--- src/rtl/a51_stream_decrypt_if.sv ---
// ---------------------------------------------------------------------------
// a51_stream_decrypt_if
// Ciphertext-in / plaintext-out nibble streams of the A5/1 stream decryptor.
//   ct_valid, ct_nibble : upstream ciphertext nibble and its valid
//   ct_ready            : decryptor accepts ct_nibble this cycle
//   pt_valid, pt_nibble : plaintext nibble and its valid
//   pt_ready            : downstream accepts pt_nibble
// master : the stream environment (ciphertext source, plaintext sink)
// slave  : the decryptor
// ---------------------------------------------------------------------------
interface a51_stream_decrypt_if;
    logic       ct_valid;
    logic [3:0] ct_nibble;
    logic       ct_ready;
    logic       pt_valid;
    logic [3:0] pt_nibble;
    logic       pt_ready;

    modport master (
        output ct_valid, ct_nibble, pt_ready,
        input  ct_ready, pt_valid, pt_nibble
    );

    modport slave (
        input  ct_valid, ct_nibble, pt_ready,
        output ct_ready, pt_valid, pt_nibble
    );
endinterface

--- src/rtl/a51_stream_decrypt.sv ---
// ---------------------------------------------------------------------------
// a51_stream_decrypt
// Collects 128 keystream bits from an A5/1 keygen, then decrypts a frame of
// 32 ciphertext nibbles by XOR with the captured keystream.
//
// Ports
//   clk, reset    : clock, synchronous active-high reset
//   start         : one-cycle frame request (honoured in IDLE/DONE only)
//   ks_bit        : serial keystream bit
//   ks_ready      : ks_bit valid
//   ks_depleted   : keygen has run out of keystream
//   ks_start      : enable to keygen, high exactly while collecting
//   bus (slave)   : ct/pt nibble streams, see a51_stream_decrypt_if
//   nibble_count  : plaintext nibbles delivered this frame (0..32)
//   busy          : FSM is in GEN, XOR or ERR
//   done          : frame complete, held until next start or reset
//   error         : sticky keystream fault, cleared only by reset
//
// Build option
//   A51_DEC_PIPE_EN : defined   -> one-entry registered XOR output stage
//                     undefined -> combinational pass-through (default)
//
// state | meaning
// IDLE  | waiting for start
// GEN   | keygen enabled, capturing 128 keystream bits
// XOR   | decrypting 32 nibbles
// DONE  | frame complete, waiting for start
// ERR   | keystream fault (watchdog or early depletion), reset only
// ---------------------------------------------------------------------------
module a51_stream_decrypt (
    input  logic                       clk,
    input  logic                       reset,
    input  logic                       start,
    input  logic                       ks_bit,
    input  logic                       ks_ready,
    input  logic                       ks_depleted,
    output logic                       ks_start,
    a51_stream_decrypt_if.slave        bus,
    output logic [5:0]                 nibble_count,
    output logic                       busy,
    output logic                       done,
    output logic                       error
);

    typedef enum logic [2:0] {IDLE, GEN, XOR, DONE, ERR} state_t;

    state_t       state;
    logic [127:0] ks_buf;
    logic [7:0]   bit_cnt;
    logic [9:0]   wdog;
    logic [4:0]   ks_idx;
    logic [3:0]   ks_nibble;
    logic         in_xor;
    logic         xfer;

    assign in_xor = (state == XOR);

    // First captured bit of each group of four is the nibble MSB.
    assign ks_nibble = {ks_buf[{ks_idx, 2'd0}], ks_buf[{ks_idx, 2'd1}],
                        ks_buf[{ks_idx, 2'd2}], ks_buf[{ks_idx, 2'd3}]};

`ifdef A51_DEC_PIPE_EN
    logic [5:0] acc_cnt;
    logic       pv;
    logic [3:0] pn;
    logic       accept;

    // The keystream index follows acceptances, which run one ahead of
    // deliveries while the output register is occupied.
    assign ks_idx        = acc_cnt[4:0];
    assign bus.ct_ready  = in_xor & (~pv | bus.pt_ready) & ~acc_cnt[5];
    assign bus.pt_valid  = in_xor & pv;
    assign bus.pt_nibble = in_xor ? pn : 4'h0;
    assign accept        = bus.ct_valid & bus.ct_ready;
    assign xfer          = bus.pt_valid & bus.pt_ready;
`else
    assign ks_idx        = nibble_count[4:0];
    assign bus.ct_ready  = in_xor & bus.pt_ready;
    assign bus.pt_valid  = in_xor & bus.ct_valid;
    assign bus.pt_nibble = in_xor ? (bus.ct_nibble ^ ks_nibble) : 4'h0;
    assign xfer          = bus.pt_valid & bus.pt_ready;
`endif

    always_ff @(posedge clk) begin
        if (reset) begin
            state        <= IDLE;
            ks_buf       <= '0;
            bit_cnt      <= '0;
            wdog         <= '0;
            nibble_count <= '0;
            ks_start     <= 1'b0;
            busy         <= 1'b0;
            done         <= 1'b0;
            error        <= 1'b0;
`ifdef A51_DEC_PIPE_EN
            acc_cnt      <= '0;
            pv           <= 1'b0;
            pn           <= 4'h0;
`endif
        end else begin
            case (state)
                IDLE, DONE: begin
                    if (start) begin
                        state        <= GEN;
                        ks_start     <= 1'b1;
                        busy         <= 1'b1;
                        done         <= 1'b0;
                        bit_cnt      <= '0;
                        wdog         <= '0;
                        nibble_count <= '0;
`ifdef A51_DEC_PIPE_EN
                        acc_cnt      <= '0;
`endif
                    end
                end
                GEN: begin
                    wdog <= wdog + 10'd1;
                    if (ks_ready) begin
                        ks_buf[bit_cnt[6:0]] <= ks_bit;
                        bit_cnt              <= bit_cnt + 8'd1;
                    end
                    // Completing the buffer wins over a same-cycle fault.
                    // wdog==510 here means it reaches 511 on this edge.
                    if (ks_ready && bit_cnt == 8'd127) begin
                        state    <= XOR;
                        ks_start <= 1'b0;
                    end else if (ks_depleted || wdog == 10'd510) begin
                        state    <= ERR;
                        ks_start <= 1'b0;
                        error    <= 1'b1;
                    end
                end
                XOR: begin
`ifdef A51_DEC_PIPE_EN
                    if (accept) begin
                        pn      <= bus.ct_nibble ^ ks_nibble;
                        pv      <= 1'b1;
                        acc_cnt <= acc_cnt + 6'd1;
                    end else if (xfer) begin
                        pv <= 1'b0;
                    end
`endif
                    if (xfer) begin
                        nibble_count <= nibble_count + 6'd1;
                        if (nibble_count == 6'd31) begin
                            state <= DONE;
                            busy  <= 1'b0;
                            done  <= 1'b1;
                        end
                    end
                end
                ERR: begin
                    state <= ERR;
                end
                default: begin
                    state <= IDLE;
                end
            endcase
        end
    end

endmodule

--- src/flat_wrapper.sv ---
// flat-port wrapper written by rule: the top's interface ports become plain ports
module a51_stream_decrypt_flat 
  (clk, reset, start, ks_bit, ks_ready, ks_depleted, ks_start, nibble_count, busy, done, error, bus_ct_valid, bus_ct_nibble, bus_pt_ready, bus_ct_ready, bus_pt_valid, bus_pt_nibble);
  a51_stream_decrypt_if bus_i ();
  input  logic clk;
  input  logic reset;
  input  logic start;
  input  logic ks_bit;
  input  logic ks_ready;
  input  logic ks_depleted;
  output logic ks_start;
  output logic [5:0] nibble_count;
  output logic busy;
  output logic done;
  output logic error;
  input wire logic [$bits(bus_i.ct_valid)-1:0] bus_ct_valid;
  input wire logic [$bits(bus_i.ct_nibble)-1:0] bus_ct_nibble;
  input wire logic [$bits(bus_i.pt_ready)-1:0] bus_pt_ready;
  output wire logic [$bits(bus_i.ct_ready)-1:0] bus_ct_ready;
  output wire logic [$bits(bus_i.pt_valid)-1:0] bus_pt_valid;
  output wire logic [$bits(bus_i.pt_nibble)-1:0] bus_pt_nibble;
  assign bus_i.ct_valid = bus_ct_valid;
  assign bus_i.ct_nibble = bus_ct_nibble;
  assign bus_i.pt_ready = bus_pt_ready;
  assign bus_ct_ready = bus_i.ct_ready;
  assign bus_pt_valid = bus_i.pt_valid;
  assign bus_pt_nibble = bus_i.pt_nibble;
  a51_stream_decrypt u_core (.clk(clk), .reset(reset), .start(start), .ks_bit(ks_bit), .ks_ready(ks_ready), .ks_depleted(ks_depleted), .ks_start(ks_start), .bus(bus_i), .nibble_count(nibble_count), .busy(busy), .done(done), .error(error));
endmodule
--- config.mk ---
export PLATFORM = sky130hd
export DESIGN_NAME = a51_stream_decrypt_flat
export DESIGN_NICKNAME = d
export VERILOG_FILES = /design/src/rtl/a51_stream_decrypt_if.sv /design/src/rtl/a51_stream_decrypt.sv /design/src/flat_wrapper.sv
export SDC_FILE = /design/constraint.sdc
export NUM_CORES = 1
export LEC_CHECK = 0
export ABC_AREA = 1
export ABC_CLOCK_PERIOD_IN_PS = 1910
export CORE_ASPECT_RATIO = 0.75
export CORE_MARGIN = 5
export CORE_UTILIZATION = 29
export DETAILED_ROUTE_END_ITERATION = 10
export PLACE_DENSITY_LB_ADDON = 0.12
export SYNTH_ARGS = -nofsm -noshare
export SYNTH_HDL_FRONTEND = slang
export SYNTH_SLANG_ARGS = --single-unit
export TNS_END_PERCENT = 20
--- constraint.sdc ---
create_clock -name clk -period 1.91 [get_ports clk]
set_clock_uncertainty 0.05 [all_clocks]
set_input_delay 0.382 -clock clk [delete_from_list [all_inputs] [get_ports clk]]
set_output_delay 0.382 -clock clk [all_outputs]
set_load 0.02 [all_outputs]
# Word level (Yosys, flattened, before mapping)
# Index checks and enable logic that the tools add are counted.
# classes
mul,0
shifts,0
n_eq_ne,12
n_bitwise,5
n_reduce_logical,15
div_mod_pow,0
n_addsub,3
n_lt_le_gt_ge,6
muxes,37
# ops
cell,n
bitwise mux 128 bit,1
less-than comparator 7 x 8 -> 1 bit (second input constant),5
binary-select mux 1 bit (select 5 bit),4
case mux 10 bit (2 select lines),1
two-way mux 8 bit,2
case mux 8 bit (2 select lines),1
two-way mux 3 bit,5
two-way mux 1 bit,13
two-way mux 6 bit,2
case mux 3 bit (4 select lines),1
case mux 6 bit (2 select lines),1
AND reduction 3 bit,4
adder 10 x 1 -> 10 bit (second input constant),1
== test 10 x 9 -> 1 bit (second input constant),1
two-way mux 10 bit,1
adder 8 x 1 -> 8 bit (second input constant),1
== test 8 x 7 -> 1 bit (second input constant),1
!= test 2 bit (second input constant),4
AND reduction 4 bit,2
demux 1 bit (select 7 bit),1
>= comparator 7 x 1 -> 1 bit (second input constant),1
adder 6 x 1 -> 6 bit (second input constant),1
== test 3 x 2 -> 1 bit (second input constant),2
== test 6 x 5 -> 1 bit (second input constant),1
other kinds (14),21
# totals
romBits,0
wordCells,87
out_inout_bits,16
ff_bits,159
ram_bits,0
memories,0
latch_bits,0
in_bits,12

# Logic depth before layout (Yosys ltp)
# Gate-level depths: netlist of run 1.
# depth
depth_word,5
depth_mapped,12
depth_no_buf,11

# Worst setup path after synthesis of run 1
# No wires, ideal clock.
# synth_path
path_kind,register -> output
startpoint,register u_core.nibble_count[0]
endpoint,output port bus_pt_nibble[0]
n_path_buf,3
t_required_ns,1.478
path_slack_ns,-0.261
arrival_ns,1.739
path_stages_with_launch,12
path_cell_list,dfxtp_1 > buf_2 > buf_2 > buf_2 > nand2_1 > o211ai_1 > nand3_1 > nand3_1 > nand2_1 > nand3_1 > nand2_1 > nor2_1
# synth_via
elab_chain_len,4
# synth_rtl
element,line,rtl
from (decl),a51_stream_decrypt.sv:39,"output logic [5:0] nibble_count,"
from (signal assigned),a51_stream_decrypt.sv:144,nibble_count <= nibble_count + 6'd1;
binary-select mux 1 bit (select 5 bit),a51_stream_decrypt.sv:60,"ks_buf[{ks_idx, 2'd2}], ks_buf[{ks_idx, 2'd3}]};"
two-way mux 1 bit (implied by the code),a51_stream_decrypt.sv:60,
XOR 4 bit,a51_stream_decrypt.sv:80,assign bus.pt_nibble = in_xor ? (bus.ct_nibble ^ ks_nibble) : 4'h0;
two-way mux 4 bit,a51_stream_decrypt.sv:80,
to (decl),flat_wrapper.sv:21,output wire logic [$bits(bus_i.pt_nibble)-1:0] bus_pt_nibble;
# No other way between the ends. The select of a mux whose other input is x is not followed.

# Worst setup path after layout of run 1
# layout_path
startpoint,register u_core.nibble_count[0]
endpoint,output port bus_pt_nibble[2]
# layout_via
elab_chain_len,4
# layout_rtl
element,line,rtl
binary-select mux 1 bit (select 5 bit),a51_stream_decrypt.sv:59,"assign ks_nibble = {ks_buf[{ks_idx, 2'd0}], ks_buf[{ks_idx, 2'd1}],"
two-way mux 1 bit (implied by the code),a51_stream_decrypt.sv:59,
XOR 4 bit,a51_stream_decrypt.sv:80,
two-way mux 4 bit,a51_stream_decrypt.sv:80,
# No other way between the ends. The select of a mux whose other input is x is not followed.

==> impl_metrics.yaml, run 1 <==
place:
  dpl.cell_count: 1659
  dpl.hpwl_um: 21100
  port_buffers: 27
  gp_congestion: 0.845
  pre_cts_ws_ns: -0.686
critical_path:
  slowest_stage: "dfxtp_4"
  critPathRequiredTime_ns: 1.48
  rr_startpoint: "u_core.nibble_count[0]"
  cpPeakStageDelay_ns: 0.41
  reg2reg_to: "u_core.busy"
  r2r_cells: 11
  cp-start-kind: "flip-flop"
  arrival_ns: 2.13
  path_max_fanout: 7
  critPathBufInv: 4
  crit_family: "simple AND/OR/NAND/NOR gates"
  worst-setup-path-type: "flip-flop to output pin"
  crit_path_cell_trace: "buf_12 -> buf_16 -> nand2_2 -> nand3_2 -> nand3_2 -> nand2_2 -> nor2_2 -> nand2_2 -> buf_6 -> a21oi_4 -> nor2_4 -> buf_6"
  r2r_slack_ns: -0.05
  cp-end-kind: "output pin"
  path_common_cell: "nand2_2"
cells_and_area:
  utilization_pct: 39.0
  syn_to_final_growth_pct: 32.7
  fin_nets: 1320
  post_route_cells_drive_above_1_share_pct: 20.3
  n_antenna_cell: 0
  layout.cells.non_filler: 1701
floorplan:
  core_um2: 28000
  die_h_um: 156
  dieArea_um2: 31900
  rows: 53
  die_w_um: 205
  start_util_pct: 29.4
  io-pin-count: 28
detailed_routing:
  drt-initial-drc-count: 665
  drc: 0
  routed_wl_um: 30300
  dr.pass1.iters: 5
  final_antenna_net_count: 0
  detail_route.wl_per_cell_um: 17.8
  vias: 8437
  viasPerCell: 4.96
global_route:
  grt_antenna_before_repair: 1
  grt_start_max_net_pins: 55
  gr-total-overflow: 0
  grt_usage_pct: 19.0
  grt_pass1_wl_um: 46900
  grt_pass1_vias: 7869
sta:
  fin_crit_sh_pct: 134
  setup-violations-final: 9
  fin_crit_ns: 2.56
  final_hold_viol_count: 0
  final.setup.worst_slack_ns: -0.650
  slew_viol_final: 0
  tightest_slew_ns: 0.473
  rsz0062_at_grt: "true"
  slew_headroom_pct: 68.5
  clock.fmax_ghz: 0.391
  fin_hold_ws_ns: 0.378
power:
  peakVddDrop_uv: 634
  p_per_area_nw_per_um2: 969
  power.static_leakage_nw: 4.44
yosys:
  synth_area_leader_cell: "dfxtp_1"
  syn-num-nets: 1212
  yosys_most_used_dff: "dfxtp_1"
  syn_inst: 1196
  synth_top_area_share_pct: 38.7
  synthAdderAreaFrac_pct: 0.608
  yosysWarnings: 0
  ys_seq_elements: 159
  ys_async_sr_fraction_pct: 0
  synthTopCellsByArea: "dfxtp_1, nand2_1, nand3_1, inv_1, o311a_1"
  synth_common_cells: "nand2_1, dfxtp_1, inv_1"
  mappedNetlistArea_um2: 8230
  synth_top_family_by_area: "simple AND/OR/NAND/NOR gates"
  netlist-cell-type-count: 35
  yosys.area_share.xor_xnor_pct: 0.106
  synthSimpleGateAreaFrac_pct: 26.6
  yosysMostFrequentCell: "nand2_1"
  synth_area_per_cell_um2: 6.88
  synthMuxAreaShare_pct: 0
  ys_seq_area_share_pct: 38.7
  synth_compound_area_share_pct: 23.2
  synth_edf_count: 0
clock_network:
  root_buffer: "clkbuf_16"
  cts_tree: "yes"
  postCtsHoldBufs: 0
  cts.path.max_buffers: 2
  clock-sinks: 159
  clk_pin_slew_worst_paths_ns: 0.06
  cts_buffers: 17
  h-tree-depth: 4
  worstSkewPairLatency_ns: 0.44
min_path:
  whs_path_depth: 3
  hp-start: "ks_bit"
  hold_path.class: "primary input to flip-flop"
  min_to: "u_core.ks_buf[22]"
outcome:
  violations: "setup timing"
  status: "finished, violations left"
run:
  maxCapViolations: 0
==> layer usage <==
layer	vias to the layer above	global-route usage [%]	part of all wire, %
met1	4024	29.6	53
met2	163	27.2	41
li1	4232	-	-
met5	-	0	0
met3	18	3.68	5.1
met4	0	3.92	0.85
==> worst min-delay path, cell delays in order <==
cell and delay, ns:
buf_2 0.11, inv_2 0.17, a21oi_1 0.17
==> what timing repair did <==
action | 4_1_cts | 5_1_grt
endpoints found under the setup margin | 17 | 14
gates cloned | 4 | 1
buffers inserted | 4 | 2
gates resized for setup | 106 | 27
pin swaps | 25 | 7
==> area by class of cell <==
cell class	instances	area [µm²]
Sequential cell	159	3190
Fill cell	2998	17100
Inverter	140	538
Timing Repair Buffer	165	1710
Tap cell	385	482
Clock inverter	9	108
Multi-Input combinational cell	821	4410
Clock buffer	22	484
==> worst max-delay path by stage <==
stage,from,slack [ns],end,cells after the start
3_3_place_gp,u_core.nibble_count[0],-0.67,bus_pt_nibble[3],11
2_1_floorplan,u_core.nibble_count[1],0.0003,bus_pt_nibble[3],10
6_report,u_core.nibble_count[0],-0.65,bus_pt_nibble[2],12
4_1_cts,u_core.nibble_count[0],-0.63,bus_pt_nibble[2],12
3_5_place_dp,u_core.nibble_count[0],-0.69,bus_pt_nibble[3],11
5_1_grt,u_core.nibble_count[0],-0.72,bus_pt_nibble[3],12
==> cell families (layout without fill, tap and decap cells) <==
logic type | count (synthesis) | in the layout
DFF | 159 | 159
AOI/OAI and AO/OA | 307 | 307
and+or+nand+nor | 509 | 509
xor gates and xnor gates | 1 | 1
adders and majority gates | 4 | 4
buffers and inverters | 216 | 336
==> stage by stage <==
step	setup TNS (ns)	total power, mW	cell area [µm²]
final	-2.57	10.6	10900
after detailed placement	-5.86	6.61	9840
after floorplan	0	5.25	8290
after global placement	-4.06	6.61	9840
after CTS	-2.44	10.5	10800
after global routing	-3.77	11.1	10900
==> power breakdown <==
part / leakage (nW) / switching [mW] / internal [mW]
Clock: 0.288 / 1.46 / 2.06
Sequential: 1.28 / 0.0893 / 3.41
Combinational: 2.86 / 2.06 / 1.50
==> state kept, by name, indices dropped and copies added, names as in the netlist <==
| register | count |
|---|---|
| u_core.bit_cnt | 8 |
| u_core.busy | 1 |
| u_core.done | 1 |
| u_core.error | 1 |
| u_core.ks_buf | 128 |
| u_core.ks_start | 1 |
| u_core.nibble_count | 6 |
| u_core.state | 3 |
| u_core.wdog | 10 |
==> cells in the final DEF (no fill, tap or decap), types with 6 or more instances in the layout <==
master | Yosys | layout
inv_1 | 128 | 126
inv_2 | 7 | 8
nor3_1 | 7 | 7
nor2_4 | 2 | 9
buf_4 | 0 | 105
nand4_1 | 6 | 6
dfxtp_1 | 159 | 157
o21ai_1 | 38 | 39
nand2_1 | 271 | 253
buf_6 | 6 | 9
a31oi_1 | 33 | 33
a21oi_1 | 76 | 69
nand2_4 | 9 | 12
nand2_2 | 4 | 19
nand3_2 | 0 | 15
clkbuf_16 | 0 | 18
clkdlybuf4s50_1 | 0 | 14
buf_12 | 0 | 24
o311a_1 | 47 | 47
o21ai_0 | 88 | 87
nor2_1 | 100 | 86
o211a_1 | 14 | 14
nor2_2 | 4 | 11
nand3_1 | 103 | 88
Note: power is estimated with default switching activity, not from simulation.
==> run 2: changes to the inputs <==
--- a/config.mk
+++ b/config.mk
@@ -9,9 +9,9 @@
 export ABC_CLOCK_PERIOD_IN_PS = 1910
 export CORE_ASPECT_RATIO = 0.75
 export CORE_MARGIN = 5
-export CORE_UTILIZATION = 29
+export CORE_UTILIZATION = 55
 export DETAILED_ROUTE_END_ITERATION = 10
-export PLACE_DENSITY_LB_ADDON = 0.12
+export PLACE_DENSITY = 0.73
 export SYNTH_ARGS = -nofsm -noshare
 export SYNTH_HDL_FRONTEND = slang
 export SYNTH_SLANG_ARGS = --single-unit
==> run 2 against run 1 <==
  * Clock power is 5.7% lower
  * Global-route usage is 11 points higher
  * Die area is 45% lower
  * Critical endpoint is now bus_pt_nibble[0]
  * First-iteration DRC count is 79% higher
  * Core utilization is 32 points higher
  * Critical path type unchanged
  * Non-clock buffer count is 38 lower
  * The flow still finishes with violations (setup timing)
  * Setup slack better by 0.060 ns
==> impl_metrics.yaml, run 2 (same netlist as run 1, synthesis figures left out) <==
clock_network:
  worstSkewPairLatency_ns: 0.43
  clk_pin_slew_worst_paths_ns: 0.06
  postCtsHoldBufs: 0
  cts_buffers: 17
  clock-sinks: 159
  cts.path.max_buffers: 2
  cts_tree: "yes"
  root_buffer: "clkbuf_16"
  h-tree-depth: 4
power:
  power.static_leakage_nw: 4.21
  p_per_area_nw_per_um2: 971
  peakVddDrop_uv: 686
cells_and_area:
  n_antenna_cell: 0
  fin_nets: 1282
  utilization_pct: 71.2
  reg.largest.list: "u_core.ks_buf (128), u_core.wdog (10), u_core.bit_cnt (8)"
  post_route_cells_drive_above_1_share_pct: 19.2
  largest_register_ffs: 128
  final_cell_mix: "nand2_1, dfxtp_1, inv_1"
  final_common_cell: "nand2_1"
  syn_to_final_growth_pct: 25.8
  largest-register: "u_core.ks_buf"
critical_path:
  cp-end-kind: "output pin"
  rr_startpoint: "u_core.bit_cnt[3]"
  critPathBufInv: 4
  path_max_fanout: 6
  reg2reg_to: "u_core.ks_buf[45]"
  cpPeakStageDelay_ns: 0.43
  slowest_stage: "dfxtp_4"
  crit_family: "simple AND/OR/NAND/NOR gates"
  r2r_slack_ns: 0.06
  cp-start-kind: "flip-flop"
  critPathRequiredTime_ns: 1.48
  worst-setup-path-type: "flip-flop to output pin"
  r2r_cells: 5
  crit_path_cell_trace: "inv_8 -> buf_12 -> buf_4 -> nand2_1 -> nand3_2 -> a21oi_4 -> nor2_4 -> nand2_2 -> nand3_2 -> nand2_2 -> nor2_4 -> buf_6"
  arrival_ns: 2.07
detailed_routing:
  final_antenna_net_count: 0
  drt-initial-drc-count: 1193
  viasPerCell: 5.92
  dr.pass1.iters: 6
  drc: 0
  detail_route.wl_per_cell_um: 17.9
  routed_wl_um: 26400
  vias: 8734
floorplan:
  rows: 38
  dieArea_um2: 17500
  core_um2: 14500
  io-pin-count: 28
  start_util_pct: 56.6
  die_h_um: 116
  die_w_um: 151
outcome:
  violations: "setup timing"
  status: "finished, violations left"
global_route:
  grt_usage_pct: 30.1
  grt_pass1_vias: 7978
  gr-total-overflow: 0
  grt_antenna_before_repair: 0
  grt_pass1_wl_um: 41500
  grt_start_max_net_pins: 55
sta:
  setup-violations-final: 4
  final_hold_viol_count: 0
  final.setup.worst_slack_ns: -0.590
  fin_crit_ns: 2.50
  fin_hold_ws_ns: 0.330
  fin_setup_tns_ns: -2.23
  slew_viol_final: 0
  fin_crit_sh_pct: 131
  clock.fmax_ghz: 0.400
  rsz0062_at_grt: "true"
  slew_headroom_pct: 69.1
  tightest_slew_ns: 0.461
min_path:
  hp-start: "ks_bit"
  whs_path_depth: 3
  min_to: "u_core.ks_buf[31]"
  hold_path.class: "primary input to flip-flop"
place:
  port_buffers: 27
  gp_congestion: 0.932
  dpl.hpwl_um: 16700
run:
  maxCapViolations: 0
==> run 2: cell count changes in the layout (fill, tap and decap cells not counted), sizes merged <==
cell	delta
buf	-40
dlygate4sd2	+2
clkinv	-1
clkdlybuf4s15	-1
inv	-1
==> run 2: routing by layer <==
layer	share of wire [%]	vias to the layer above	track usage [%]
li1	-	4139	-
met1	44	4063	43.6
met2	43	450	45.8
met3	9.7	82	4.81
met4	3.0	0	10.4
met5	0	-	0
==> run 2: area by class of cell <==
type / count / area [µm²]
tap: 200 / 250
sequential: 159 / 3190
timing repair buffer: 127 / 1310
fill: 1192 / 4190
multi-input combinational: 821 / 4520
clock buffer: 21 / 460
clock inverter: 7 / 90.1
inverter: 140 / 541
==> run 2: timing repair <==
action / CTS / global route
gates resized for setup: 110 / 36
endpoints found under the setup margin: 12 / 11
cloned: 2 / 2
pin swaps: 32 / 23
buffers inserted: 1 / 3
==> run 2: tightest hold or removal path, cell delays in order <==
cell and delay [ns]:
buf_2 0.19, nand4_1 0.13, a21oi_1 0.06
==> run 2: worst max-delay path by stage <==
stage                                 startpoint          endpoint  slack, ns  depth (start not counted)
after detailed placement  u_core.nibble_count[0]  bus_pt_nibble[3]      -0.62                         12
after global placement    u_core.nibble_count[1]  bus_pt_nibble[3]      -0.62                         10
after CTS                 u_core.nibble_count[0]  bus_pt_nibble[2]      -0.52                         12
final                     u_core.nibble_count[0]  bus_pt_nibble[0]      -0.59                         12
after floorplan           u_core.nibble_count[1]  bus_pt_nibble[3]     0.0003                         10
after global routing      u_core.nibble_count[0]  bus_pt_nibble[1]      -0.65                         12
==> run 2: per-stage QoR <==
stage,instances,total power [mW],setup WS [ns],area [µm²]
2_1_floorplan,1196,5.25,0.000271,8290
3_3_place_gp,1440,6.32,-0.618,9300
3_5_place_dp,1440,6.34,-0.616,9300
4_1_cts,1471,9.83,-0.525,10200
5_1_grt,1475,10.5,-0.652,10400
6_report,1475,10.1,-0.590,10400
==> run 2: power breakdown <==
| group | switching (mW) | leakage (nW) | total [mW] | internal [mW] |
|---|---|---|---|---|
| combinational | 1.96 | 2.66 | 3.24 | 1.28 |
| clock | 1.36 | 0.267 | 3.32 | 1.96 |
| sequential | 0.0879 | 1.28 | 3.50 | 3.41 |
| total | 3.41 | 4.21 | 10.1 | 6.65 |
==> run 3: changes to the inputs <==
--- a/config.mk
+++ b/config.mk
@@ -7,10 +7,12 @@
 export LEC_CHECK = 0
 export ABC_AREA = 1
 export ABC_CLOCK_PERIOD_IN_PS = 1910
+export CAP_MARGIN = 30
 export CORE_ASPECT_RATIO = 0.75
 export CORE_MARGIN = 5
 export CORE_UTILIZATION = 55
 export DETAILED_ROUTE_END_ITERATION = 10
+export MAX_ROUTING_LAYER = met4
 export PLACE_DENSITY = 0.73
 export SYNTH_ARGS = -nofsm -noshare
 export SYNTH_HDL_FRONTEND = slang
==> run 3 against run 2 <==
  * The run still ends with setup timing left
  * Sequential cell count is the same
  * Sequential power is essentially flat
  * Combinational power shrank 2%
  * Hold slack lost 0.011 ns
  * Clock-buffer cell count grew 1
  * Non-clock buffer count grew 2
  * Clock power is essentially flat
  * Cell count grew 0.34%
  * First-iteration DRC count shrank 14%
  * Die area is the same
  * Sequential share of layout area grew 0.094 points
  * Highest routed layer unchanged
==> impl_metrics.yaml, run 3 (same netlist as run 1, synthesis figures left out) <==
sta:
  final.setup.worst_slack_ns: -0.548
  slew_viol_final: 0
  fin_setup_tns_ns: -2.13
  final_hold_viol_count: 0
  fin_crit_ns: 2.46
  tightest_slew_ns: 0.503
  clock.fmax_ghz: 0.407
  slew_headroom_pct: 66.4
  fin_crit_sh_pct: 129
  setup-violations-final: 4
  rsz0062_at_grt: "true"
detailed_routing:
  final_antenna_net_count: 0
  vias: 8654
  drc: 0
  routed_wl_um: 25700
  drt-initial-drc-count: 1022
  detail_route.wl_per_cell_um: 17.4
  dr.pass1.iters: 7
  viasPerCell: 5.85
global_route:
  gr-total-overflow: 0
  grt_start_max_net_pins: 61
  grt_antenna_before_repair: 0
  grt_pass1_wl_um: 41500
  grt_pass1_vias: 7771
  grt_usage_pct: 31.0
min_path:
  hp-start: "ks_bit"
  min_to: "u_core.ks_buf[31]"
  hold_path.class: "primary input to flip-flop"
  whs_path_depth: 3
critical_path:
  cp-end-kind: "output pin"
  r2r_cells: 10
  worst-setup-path-type: "flip-flop to output pin"
  arrival_ns: 2.03
  path_max_fanout: 8
  cpPeakStageDelay_ns: 0.41
  slowest_stage: "dfxtp_4"
  reg2reg_to: "u_core.ks_buf[123]"
  crit_path_cell_trace: "inv_8 -> buf_12 -> buf_8 -> buf_6 -> nand2_2 -> nand3_2 -> nand3_2 -> nand3_2 -> nand2_2 -> nand3_2 -> nand2_2 -> nor2_4 -> buf_6"
  rr_startpoint: "u_core.state[0]"
  critPathRequiredTime_ns: 1.48
  path_common_cell: "nand3_2"
  crit_family: "buffers and inverters"
  cp-start-kind: "flip-flop"
  critPathBufInv: 5
  r2r_slack_ns: 0.10
cells_and_area:
  fill_cells: 1215
  fin_nets: 1284
  final_common_cell: "nand2_1"
  largest-register: "u_core.ks_buf"
  post_route_cells_drive_above_1_share_pct: 20.1
  syn_to_final_growth_pct: 25.5
  largest_register_ffs: 128
  reg.largest.list: "u_core.ks_buf (128), u_core.wdog (10), u_core.bit_cnt (8)"
  n_antenna_cell: 0
  final_cell_mix: "nand2_1, dfxtp_1, inv_1"
power:
  power.static_leakage_nw: 4.19
  power.total_mw: 10.0
  p_int_mw: 6.55
  pwr-share-seq_pct: 34.8
  p_sw_mw: 3.48
  p_comb_share_pct: 31.8
  peakVddDrop_uv: 682
  clkPwrFrac_pct: 33.4
  p_per_area_nw_per_um2: 972
  switching_share_pct: 34.7
place:
  gp_congestion: 0.918
  dpl.hpwl_um: 16600
  port_buffers: 27
clock_network:
  h-tree-depth: 4
  worstSkewPairLatency_ns: 0.43
  root_buffer: "clkbuf_16"
  cts_buffers: 17
  cts_tree: "yes"
  clk_pin_slew_worst_paths_ns: 0.06
  cts.path.max_buffers: 2
  clock-sinks: 159
floorplan:
  die_w_um: 151
  dieArea_um2: 17500
  io-pin-count: 28
  core_um2: 14500
  start_util_pct: 56.6
  rows: 38
  die_h_um: 116
run:
  maxCapViolations: 0
outcome:
  status: "finished, violations left"
  violations: "setup timing"
## run 3: worst max-delay path by stage
stage | startpoint | to | slack [ns] | depth (start not counted)
finish | u_core.nibble_count[0] | bus_pt_nibble[1] | -0.55 | 13
floorplan | u_core.nibble_count[1] | bus_pt_nibble[3] | 0.0003 | 10
CTS | u_core.nibble_count[0] | bus_pt_nibble[1] | -0.52 | 10
global placement | u_core.nibble_count[0] | bus_pt_nibble[2] | -0.61 | 11
detailed placement | u_core.nibble_count[0] | bus_pt_nibble[2] | -0.64 | 11
global route | u_core.nibble_count[0] | bus_pt_nibble[1] | -0.64 | 13
## run 3: cell type report
class                   count  area [µm²]  share of cell area (%)
repair buffers            129        1260                    12.2
inverters                 140         539                    5.22
well taps                 200         250                    2.42
multi-input cells         821        4520                    43.8
clock buffers              22         484                    4.69
clock inverters             9        83.8                   0.812
flip-flops and latches    159        3190                    30.9
## run 3: worst reg2reg max path, cell delays in order (launching register included)
cell and delay (ns):
dfxtp_1 0.37, buf_4 0.14, nand2_2 0.09, nor2_8 0.11, nand2_4 0.06, clkinv_4 0.12
nand2_4 0.20, buf_12 0.21, nor2_1 0.11, o21ai_0 0.10, a21oi_1 0.16
## run 3: timing repair
action,CTS,global route
resized for setup,116,31
gates cloned,2,0
setup endpoints to repair,17,19
setup buffers,2,0
hold buffers,0,0
pin swaps,29,23
## run 3: metrics by stage
step | util [%] | setup WS (ns) | hold slack [ns] | cells | area (µm²)
2_1_floorplan | - | 0.000271 | 0.379 | 1196 | 8290
3_3_place_gp | 64.0 | -0.614 | 0.393 | 1445 | 9320
3_5_place_dp | 64.0 | -0.645 | 0.402 | 1445 | 9320
4_1_cts | 70.2 | -0.517 | 0.294 | 1480 | 10200
5_1_grt | 71.0 | -0.640 | 0.324 | 1480 | 10300
6_report | 71.0 | -0.548 | 0.319 | 1480 | 10300
## run 3: layer usage
metal	vias to the layer above	wire length, µm	track usage [%]
met5	-	0	-
met4	0	499	9.30
met3	48	2360	6.33
met2	413	11100	43.9
met1	4033	11700	44.5
li1	4160	-	-
## run 3: power groups by stage
stage          clock network [mW]  logic (mW)  registers [mW]
5_1_grt                      3.50        3.46            3.50
3_5_place_dp                    0        2.80            3.55
2_1_floorplan                   0        1.65            3.60
6_report                     3.35        3.19            3.49
3_3_place_gp                    0        2.77            3.55
4_1_cts                      3.35        3.05            3.49
